$ cat src/rtl/async_fifo_core.sv
// async_fifo_core: single-clock Gray-pointer FIFO keeping the dual-clock synchronizer structure.
// Optional occupancy outputs p_write_level/p_read_level are enabled by defining ASYNC_FIFO_LEVEL_EN.
module async_fifo_core #(
    parameter int BITS        = 32,
    parameter int SIZE        = 16,
    parameter int SYNC_STAGES = 2
) (
    input  logic                      clk,
    input  logic                      rstn,
    input  logic                      p_write_en,
    input  logic [BITS-1:0]           p_write_data,
    output logic                      p_write_full,
    input  logic                      p_read_en,
    output logic [BITS-1:0]           p_read_data,
    output logic                      p_read_empty
`ifdef ASYNC_FIFO_LEVEL_EN
    ,
    output logic [$clog2(SIZE):0]     p_write_level,
    output logic [$clog2(SIZE):0]     p_read_level
`endif
);
    localparam int ADDR = $clog2(SIZE);
    // Full when the write pointer equals the read pointer with its top two Gray bits inverted.
    localparam logic [ADDR:0] FULL_MASK = (ADDR+1)'(3) << (ADDR-1);
    logic [BITS-1:0] r_mem [SIZE];
    logic [BITS-1:0] r_rdata;
    logic [ADDR:0]   r_wbin, r_wgray, r_rbin, r_rgray;
    logic [ADDR:0]   r_wq [SYNC_STAGES];
    logic [ADDR:0]   r_rq [SYNC_STAGES];
    logic            r_full, r_empty;
    logic            w_wr_acc, w_rd_acc;
    logic [ADDR:0]   w_wbin_next, w_wgray_next, w_rbin_next, w_rgray_next;
    assign w_wr_acc     = p_write_en && !r_full;
    assign w_rd_acc     = p_read_en && !r_empty;
    assign w_wbin_next  = r_wbin + (ADDR+1)'(w_wr_acc);
    assign w_rbin_next  = r_rbin + (ADDR+1)'(w_rd_acc);
    assign w_wgray_next = w_wbin_next ^ (w_wbin_next >> 1);
    assign w_rgray_next = w_rbin_next ^ (w_rbin_next >> 1);
    assign p_write_full = r_full;
    assign p_read_empty = r_empty;
    assign p_read_data  = r_rdata;
    always_ff @(posedge clk) begin
        if (w_wr_acc) r_mem[r_wbin[ADDR-1:0]] <= p_write_data;
    end
    always_ff @(posedge clk) begin
        if (!rstn) begin
            r_wbin  <= '0;
            r_wgray <= '0;
            r_full  <= 1'b0;
        end else begin
            r_wbin  <= w_wbin_next;
            r_wgray <= w_wgray_next;
            r_full  <= w_wgray_next == (r_rq[SYNC_STAGES-1] ^ FULL_MASK);
        end
    end
    always_ff @(posedge clk) begin
        if (!rstn) begin
            r_rbin  <= '0;
            r_rgray <= '0;
            r_empty <= 1'b1;
            r_rdata <= '0;
        end else begin
            r_rbin  <= w_rbin_next;
            r_rgray <= w_rgray_next;
            r_empty <= w_rgray_next == r_wq[SYNC_STAGES-1];
            if (w_rd_acc) r_rdata <= r_mem[r_rbin[ADDR-1:0]];
        end
    end
    always_ff @(posedge clk) begin
        if (!rstn) begin
            r_wq <= '{default: '0};
            r_rq <= '{default: '0};
        end else begin
            r_wq[0] <= r_wgray;
            r_rq[0] <= r_rgray;
            for (int i = 1; i < SYNC_STAGES; i++) begin
                r_wq[i] <= r_wq[i-1];
                r_rq[i] <= r_rq[i-1];
            end
        end
    end
`ifdef ASYNC_FIFO_LEVEL_EN
    function automatic logic [ADDR:0] g2b(input logic [ADDR:0] g);
        logic [ADDR:0] b;
        b[ADDR] = g[ADDR];
        for (int i = ADDR - 1; i >= 0; i--) b[i] = b[i+1] ^ g[i];
        return b;
    endfunction
    always_ff @(posedge clk) begin
        if (!rstn) begin
            p_write_level <= '0;
            p_read_level  <= '0;
        end else begin
            p_write_level <= w_wbin_next - g2b(r_rq[SYNC_STAGES-1]);
            p_read_level  <= g2b(r_wq[SYNC_STAGES-1]) - w_rbin_next;
        end
    end
`endif
endmodule

$ cat config.mk
export PLATFORM = sky130hd
export DESIGN_NAME = async_fifo_core
export DESIGN_NICKNAME = d
export VERILOG_FILES = /design/src/rtl/async_fifo_core.sv
export SDC_FILE = /design/constraint.sdc
export NUM_CORES = 1
export LEC_CHECK = 0
export CAP_MARGIN = 15
export CORE_UTILIZATION = 30
export DETAILED_ROUTE_END_ITERATION = 6
export GPL_TIMING_DRIVEN = 0
export SYNTH_ARGS = -nofsm -noshare
export SYNTH_HDL_FRONTEND = slang
export SYNTH_SLANG_ARGS = --single-unit
$ cat constraint.sdc
create_clock -name clk -period 5.7 [get_ports clk]
set_input_delay 1.14 -clock clk [delete_from_list [all_inputs] [get_ports clk]]
set_output_delay 1.14 -clock clk [all_outputs]
set_load 0.01 [all_outputs]
==> metrics.md, run 1 <==
| Metric | Value |
|---|---|
| ANT cells | 0 |
| Commonest cells post-synth | edfxtp_1, mux4_2, dfxtp_1 |
| Dominant cells by area after synthesis | edfxtp_1, mux4_2, dfxtp_1, mux2i_1, and2_1 |
| Largest net degree at the start of global routing | 19 |
| Post-cts hold buffer count | 0 |
| Core Region | 71980 um^2 |
| Slowest CP cell | nor3_2 |
| LEAKAGE | 8.047 nW |
| Max-Cap Viols | 0 |
| Net Count, Synth | 1083 |
| Max Slew Vio Count | 0 |
| Seq/Total Area, Yosys | 0.7656 |
| Dpl hpwl | 31190 um |
| Slew at the pin with the worst max-slew slack | 0.9601 ns |
| Metal1 wirelength | 20960 um |
| Synth unique cells | 34 |
| Register bit count reported by yosys | 584 |
| Worst path max stage delay | 0.83 ns |
| Via Count | 10.26k |
| Pwr Density | 332.8 nW/um^2 |
| Top Metal Used | met4 |
| Post-DRT Antenna Nets | 0 |
| Setup Skew | 0.01678 ns |
| Met3 WL post-DR | 2174 um |
| Worst path bufs/invs | 3 |
| YS warnings | 0 |
| Grt total ovfl | 0 |
| Most frequent cell after synthesis | edfxtp_1 |
| H-tree depth | 2 |
| Fin nets | 1240 |
| Final GP Congestion | 0.7122 |
| Area grow syn2layout | 19.56% |
| FMAX | 0.2979 GHz |
| First-pass GRT wire length | 71080 um |
| Peak supply drop | 0.2088 mV |
| Clk pwr share | 0.416 |
| Crit-path leading delay family | simple AND/OR/NAND/NOR gates |
| Req. time, crit path | 6.01 ns |
| Clk root buf | clkbuf_16 |
| Area of the multi-input gates | 4910 um^2 |
| Sw Ratio | 0.2033 |
| Worst hold slack | 0.4314 ns |
| Vias in the first global route | 11.00k |
| First-pass DRT Iterations | 5 |
| Post-synthesis async set-or-reset flop share | 0 |
| Die height | 272.6 um |
| NetSw | 1.776 mW |
| Comb pwr share | 0.042 |
| Reg area | 16820 um^2 |
| Total Routing Usage GR | 0.1299 |
| Cell Area, Synth | 21960 um^2 |
| Flop pwr share | 0.541 |
| Main synth FF type | edfxtp_1 |
| CTS tree | yes |
| Setup crit start kind | primary input |
| Power Total | 8.739 mW |
| Ports | 70 |
| DRC viols | 0 |
| Initial drt markers | 691 |
| Status | finished, final reports clean |
| Worst min-delay path category | register to register |
| Worst-path cell chain | clkdlybuf4s50_1 > nor2b_1 > nand3b_1 > nor3_2 > buf_8 > buf_6 |
| Die Width | 272.6 um |
| Initial Util | 0.3052 |
| Min cycle time layout | 3.356 ns |
| Crit end category | register |
| Cells after Synth | 1042 |
| Routed len/inst | 21.68 um |
| WL final | 47650 um |
| Clk_lat worst skew | 0.61 ns |
| Final period utilization | 0.5889 |
| Avg Inst Size Synth | 21.08 um^2 |
| RSZ-0062 raised after global routing | no |
| Post-CTS setup buffer count | 0 |
| Sink Count | 584 |
| Mean number of vias per cell | 4.668 |
| Hold Fails Final Rpt | 0 |
| Final core utilization | 0.3649 |
| Area leader, netlist | edfxtp_1 |
| Clock Path Buffers | 3 |
| Clk slew on worst S/H paths | 0.06 ns |
| Layout cell share with drive strength beyond 1 | 0.2412 |
| CP Class | primary input to register |
| Initial antenna violation count | 0 |
| WL met2 | 23460 um |
| Worst Path Arrival | 3.66 ns |
| Max FO, Critical Path | 9 |
| # rows | 98 |
| # port buffers | 69 |
| P_int | 6.962 mW |
| Post-synth EDFFs | 512 |
| Resized Gates After CTS | 0 |
| Setup Viol. Count Final | 0 |
| Die area | 74300 um^2 |
| Number of fill cells | 6535 |
| CTS buffer count | 58 |
| Synth top area share | 0.7000 |
| Worst slew margin | 0.3564 |
[registers in the layout, indices dropped and copies added (netlist names)]
| register | count |
|---|---|
| r_wbin | 5 |
| r_wq | 10 |
| r_wgray | 4 |
| r_rgray | 4 |
| r_rq | 10 |
| p_read_empty | 1 |
| r_mem | 512 |
| p_write_full | 1 |
| p_read_data | 32 |
| r_rbin | 5 |
[worst paths after layout]
path                start     endpoint  slack [ns]  depth (start not counted)
max            p_write_en  r_mem[4][1]        2.34                          6
min               r_wq[7]      r_wq[2]        0.43                          1
min reg2reg       r_wq[7]      r_wq[2]        0.43                          1
max reg2reg  p_write_full  r_mem[4][1]        3.04                          5
[power groups by stage]
| stage | registers (mW) | logic, mW | clock network [mW] |
|---|---|---|---|
| 2_1_floorplan | 4.82 | 0.192 | 0 |
| 4_1_cts | 4.73 | 0.378 | 3.72 |
| 6_report | 4.73 | 0.369 | 3.64 |
| 5_1_grt | 4.73 | 0.402 | 3.89 |
| 3_5_place_dp | 4.82 | 0.377 | 0 |
| 3_3_place_gp | 4.83 | 0.349 | 0 |
[stage by stage]
step | cells | cell area [um^2] | setup TNS, ns | worst slack (ns)
6_report | 2198 | 26260 | 0 | 2.344
5_1_grt | 2198 | 26260 | 0 | 2.191
4_1_cts | 2198 | 26260 | 0 | 2.276
3_5_place_dp | 2089 | 24440 | 0 | 1.633
3_3_place_gp | 2061 | 23840 | -293.06 | -2.369
2_1_floorplan | 1042 | 21960 | 0 | 1.096
[layout by cell type, fill, tap and decap left out, drive strengths merged, types with 15 or more instances in the layout]
| cell type | count |
|---|---|
| a21oi | 33 |
| and2 | 33 |
| buf | 69 |
| clkbuf | 90 |
| clkdlybuf4s50 | 69 |
| clkinv | 25 |
| dfxtp | 72 |
| edfxtp | 512 |
| mux2i | 65 |
| mux4 | 128 |
| nor2 | 46 |
| o21ai | 32 |
| xor2 | 15 |
[area by class of cell]
class	count	share of cell area
tap	950	0.04526
clock inverter	32	0.008528
buffer	54	0.01329
multi-input combinational	404	0.1870
sequential	584	0.6403
clock buffer	77	0.06070
timing repair buffer	97	0.04493
[metal layers]
layer	vias to the layer above	track usage
met3	69	0.02091
li1	4541	-
met4	0	0.03873
met1	5413	0.1741
met5	-	0
met2	237	0.2170
[logic make-up (layout without fill, tap and decap cells)]
family,count (synthesis),count (layout),synth area share
xor gates and xnor gates,24,24,0.009912
AOI/OAI and AO/OA,68,68,0.01789
muxes,193,193,0.1614
buffers and inverters,54,260,0.01589
and+or+nand+nor,114,114,0.02649
DFF,584,584,0.7656
adders and majority gates,5,5,0.002848
Power figures use the tool's default switching activity.
==> run 2: changes to the inputs <==
- clock period: 5.7 -> 3.3 ns (I/O delays scaled with it)
==> run 2 against run 1 <==
Clock-buffer cell count rose by 7. Final cell count shrank 0.36%. Combinational power grew 75%. Sequential power up 73%. Highest routed layer is now met5. Critical path depth up 1. Register-to-register slack worse by 2.4 ns.
==> metrics.md, run 2 (synthesis results as in run 1) <==
| Metric | Value |
|---|---|
| Status | finished, final reports clean |
| H-tree depth | 2 |
| Hold Crit Depth | 1 |
| Sw Ratio | 0.2037 |
| RR Startpoint | p_write_full |
| Most used cell, CP | buf_16 |
| Hold Path Sink | r_wq[5] |
| CP Class | primary input to register |
| Req. time, crit path | 3.60 ns |
| First-pass GRT wire length | 71640 um |
| # port buffers | 69 |
| Die Width | 272.6 um |
| Total Routing Usage GR | 0.1316 |
| Number of fill cells | 6491 |
| NetSw | 3.065 mW |
| Dpl ws | -0.2483 ns |
| # rows | 98 |
| Via Count | 10.28k |
| Flop pwr share | 0.543 |
| Setup crit start kind | primary input |
| Largest net degree at the start of global routing | 21 |
| Grt total ovfl | 0 |
| Worst Path Arrival | 3.20 ns |
| Resized Gates After CTS | 0 |
| Mean number of vias per cell | 4.692 |
| Hold Fails Final Rpt | 0 |
| Comb pwr share | 0.043 |
| Max reg flops | 512 |
| Sink Count | 584 |
| Worst Min Path Start | r_wgray[0] |
| Initial Util | 0.3052 |
| Worst slew margin | 0.2660 |
| Slowest CP cell | or3b_2 |
| Area grow syn2layout | 19.48% |
| Layout cell share with drive strength beyond 1 | 0.2429 |
| Setup Viol. Count Final | 0 |
| Die height | 272.6 um |
| Worst-path cell chain | clkdlybuf4s50_1 > nor2b_1 > or3b_2 > nor3_4 > buf_8 > buf_16 > buf_16 |
| Reg2Reg Setup Slack | 0.61 ns |
| LEAKAGE | 8.001 nW |
| Initial drt markers | 649 |
| Pwr Density | 573.3 nW/um^2 |
| Final period utilization | 0.8780 |
| DRC viols | 0 |
| Core Region | 71980 um^2 |
| Max Slew Vio Count | 0 |
| Final core utilization | 0.3646 |
| Dpl hpwl | 31190 um |
| First-pass DRT Iterations | 5 |
| CTS buffer count | 57 |
| Post-DRT Antenna Nets | 0 |
| Slew at the pin with the worst max-slew slack | 1.101 ns |
| Final GP Congestion | 0.7135 |
| Most common cell after layout, fill and taps aside | edfxtp_1 |
| Reg2Reg Depth | 6 |
| Clock Path Buffers | 3 |
| Worst path bufs/invs | 4 |
| RSZ-0062 raised after global routing | no |
| FMAX | 0.3451 GHz |
| Post-CTS setup buffer count | 0 |
| WL final | 48730 um |
| Ports | 70 |
| Initial antenna violation count | 3 |
| Worst path max stage delay | 0.62 ns |
| Worst setup margin | 0.4025 ns |
| Peak supply drop | 0.3835 mV |
| Clk pwr share | 0.414 |
| Clk_lat worst skew | 0.60 ns |
| Crit-path leading delay family | simple AND/OR/NAND/NOR gates |
| Clk root buf | clkbuf_16 |
| Worst min-delay path category | register to register |
| Vias in the first global route | 10.94k |
| CTS tree | yes |
| Die area | 74300 um^2 |
| Worst reg2reg endpoint | r_mem[0][7] |
| Setup Skew | 0.01585 ns |
| P_int | 11.98 mW |
| Routed len/inst | 22.25 um |
| Commonest cells after routing, fill and taps aside | edfxtp_1, mux4_2, dfxtp_1 |
| Min cycle time layout | 2.898 ns |
| Fin nets | 1232 |
| Post-cts hold buffer count | 0 |
| Max-Cap Viols | 0 |
| Max FO, Critical Path | 11 |
| Crit end category | register |
| Worst hold slack | 0.4351 ns |
| Clk slew on worst S/H paths | 0.06 ns |
run 2: changes by cell type in the layout (fill, tap and decap cells not counted), sizes merged:
cell	change
buf	-7
clkbuf	+7
clkinv	-10
clkinvlp	+1
diode	+1
run 2: final cells by class:
type,instances,area [um^2],area share
plain buffers,54,349.1,0.01330
repair buffers,90,1166,0.04444
clock inverters,23,203.9,0.007772
flip-flops and latches,584,16820,0.6408
clock buffers,84,1582,0.06027
multi-input cells,404,4935,0.1880
diodes,1,2.502,0.00009536
well taps,950,1189,0.04529
run 2: metal layers:
layer  vias up  part of all wire  GRT usage
met5         -           0.00070          0
met1      5419              0.42     0.1675
met3        81             0.054    0.02812
met4         4             0.021    0.03829
li1       4510                 -          -
met2       262              0.50     0.2253
run 2: worst max path at each step:
stage,from,endpoint,slack (ns),cells past startpoint
6_report,p_write_en,r_mem[0][7],0.40,7
5_1_grt,p_write_en,r_mem[0][7],0.30,7
4_1_cts,p_write_en,r_mem[0][7],0.38,7
3_5_place_dp,p_write_en,r_mem[0][8],-0.25,7
3_3_place_gp,p_write_en,r_mem[3][8],-2.41,4
2_1_floorplan,p_write_en,r_mem[1][0],0.05,3
run 2: power groups by stage:
stage                     sequential, mW  clock [mW]  combinational [mW]
after floorplan                     8.33           0               0.334
after global placement              8.34           0               0.602
after detailed placement            8.34           0               0.661
after CTS                           8.18        6.35               0.663
after global routing                8.18        6.61               0.701
final                               8.18        6.22               0.647
run 2: through the flow:
| stage | cell area, um^2 | TNS (ns) | instances | total power, mW |
|---|---|---|---|---|
| after floorplan | 21980 | 0 | 1042 | 8.663 |
| after detailed placement | 24450 | -16.43 | 2082 | 8.997 |
| after CTS | 26240 | 0 | 2189 | 15.19 |
| final | 26240 | 0 | 2190 | 15.04 |
| after global placement | 23860 | -1068.51 | 2061 | 8.937 |
| after global routing | 26240 | 0 | 2189 | 15.49 |
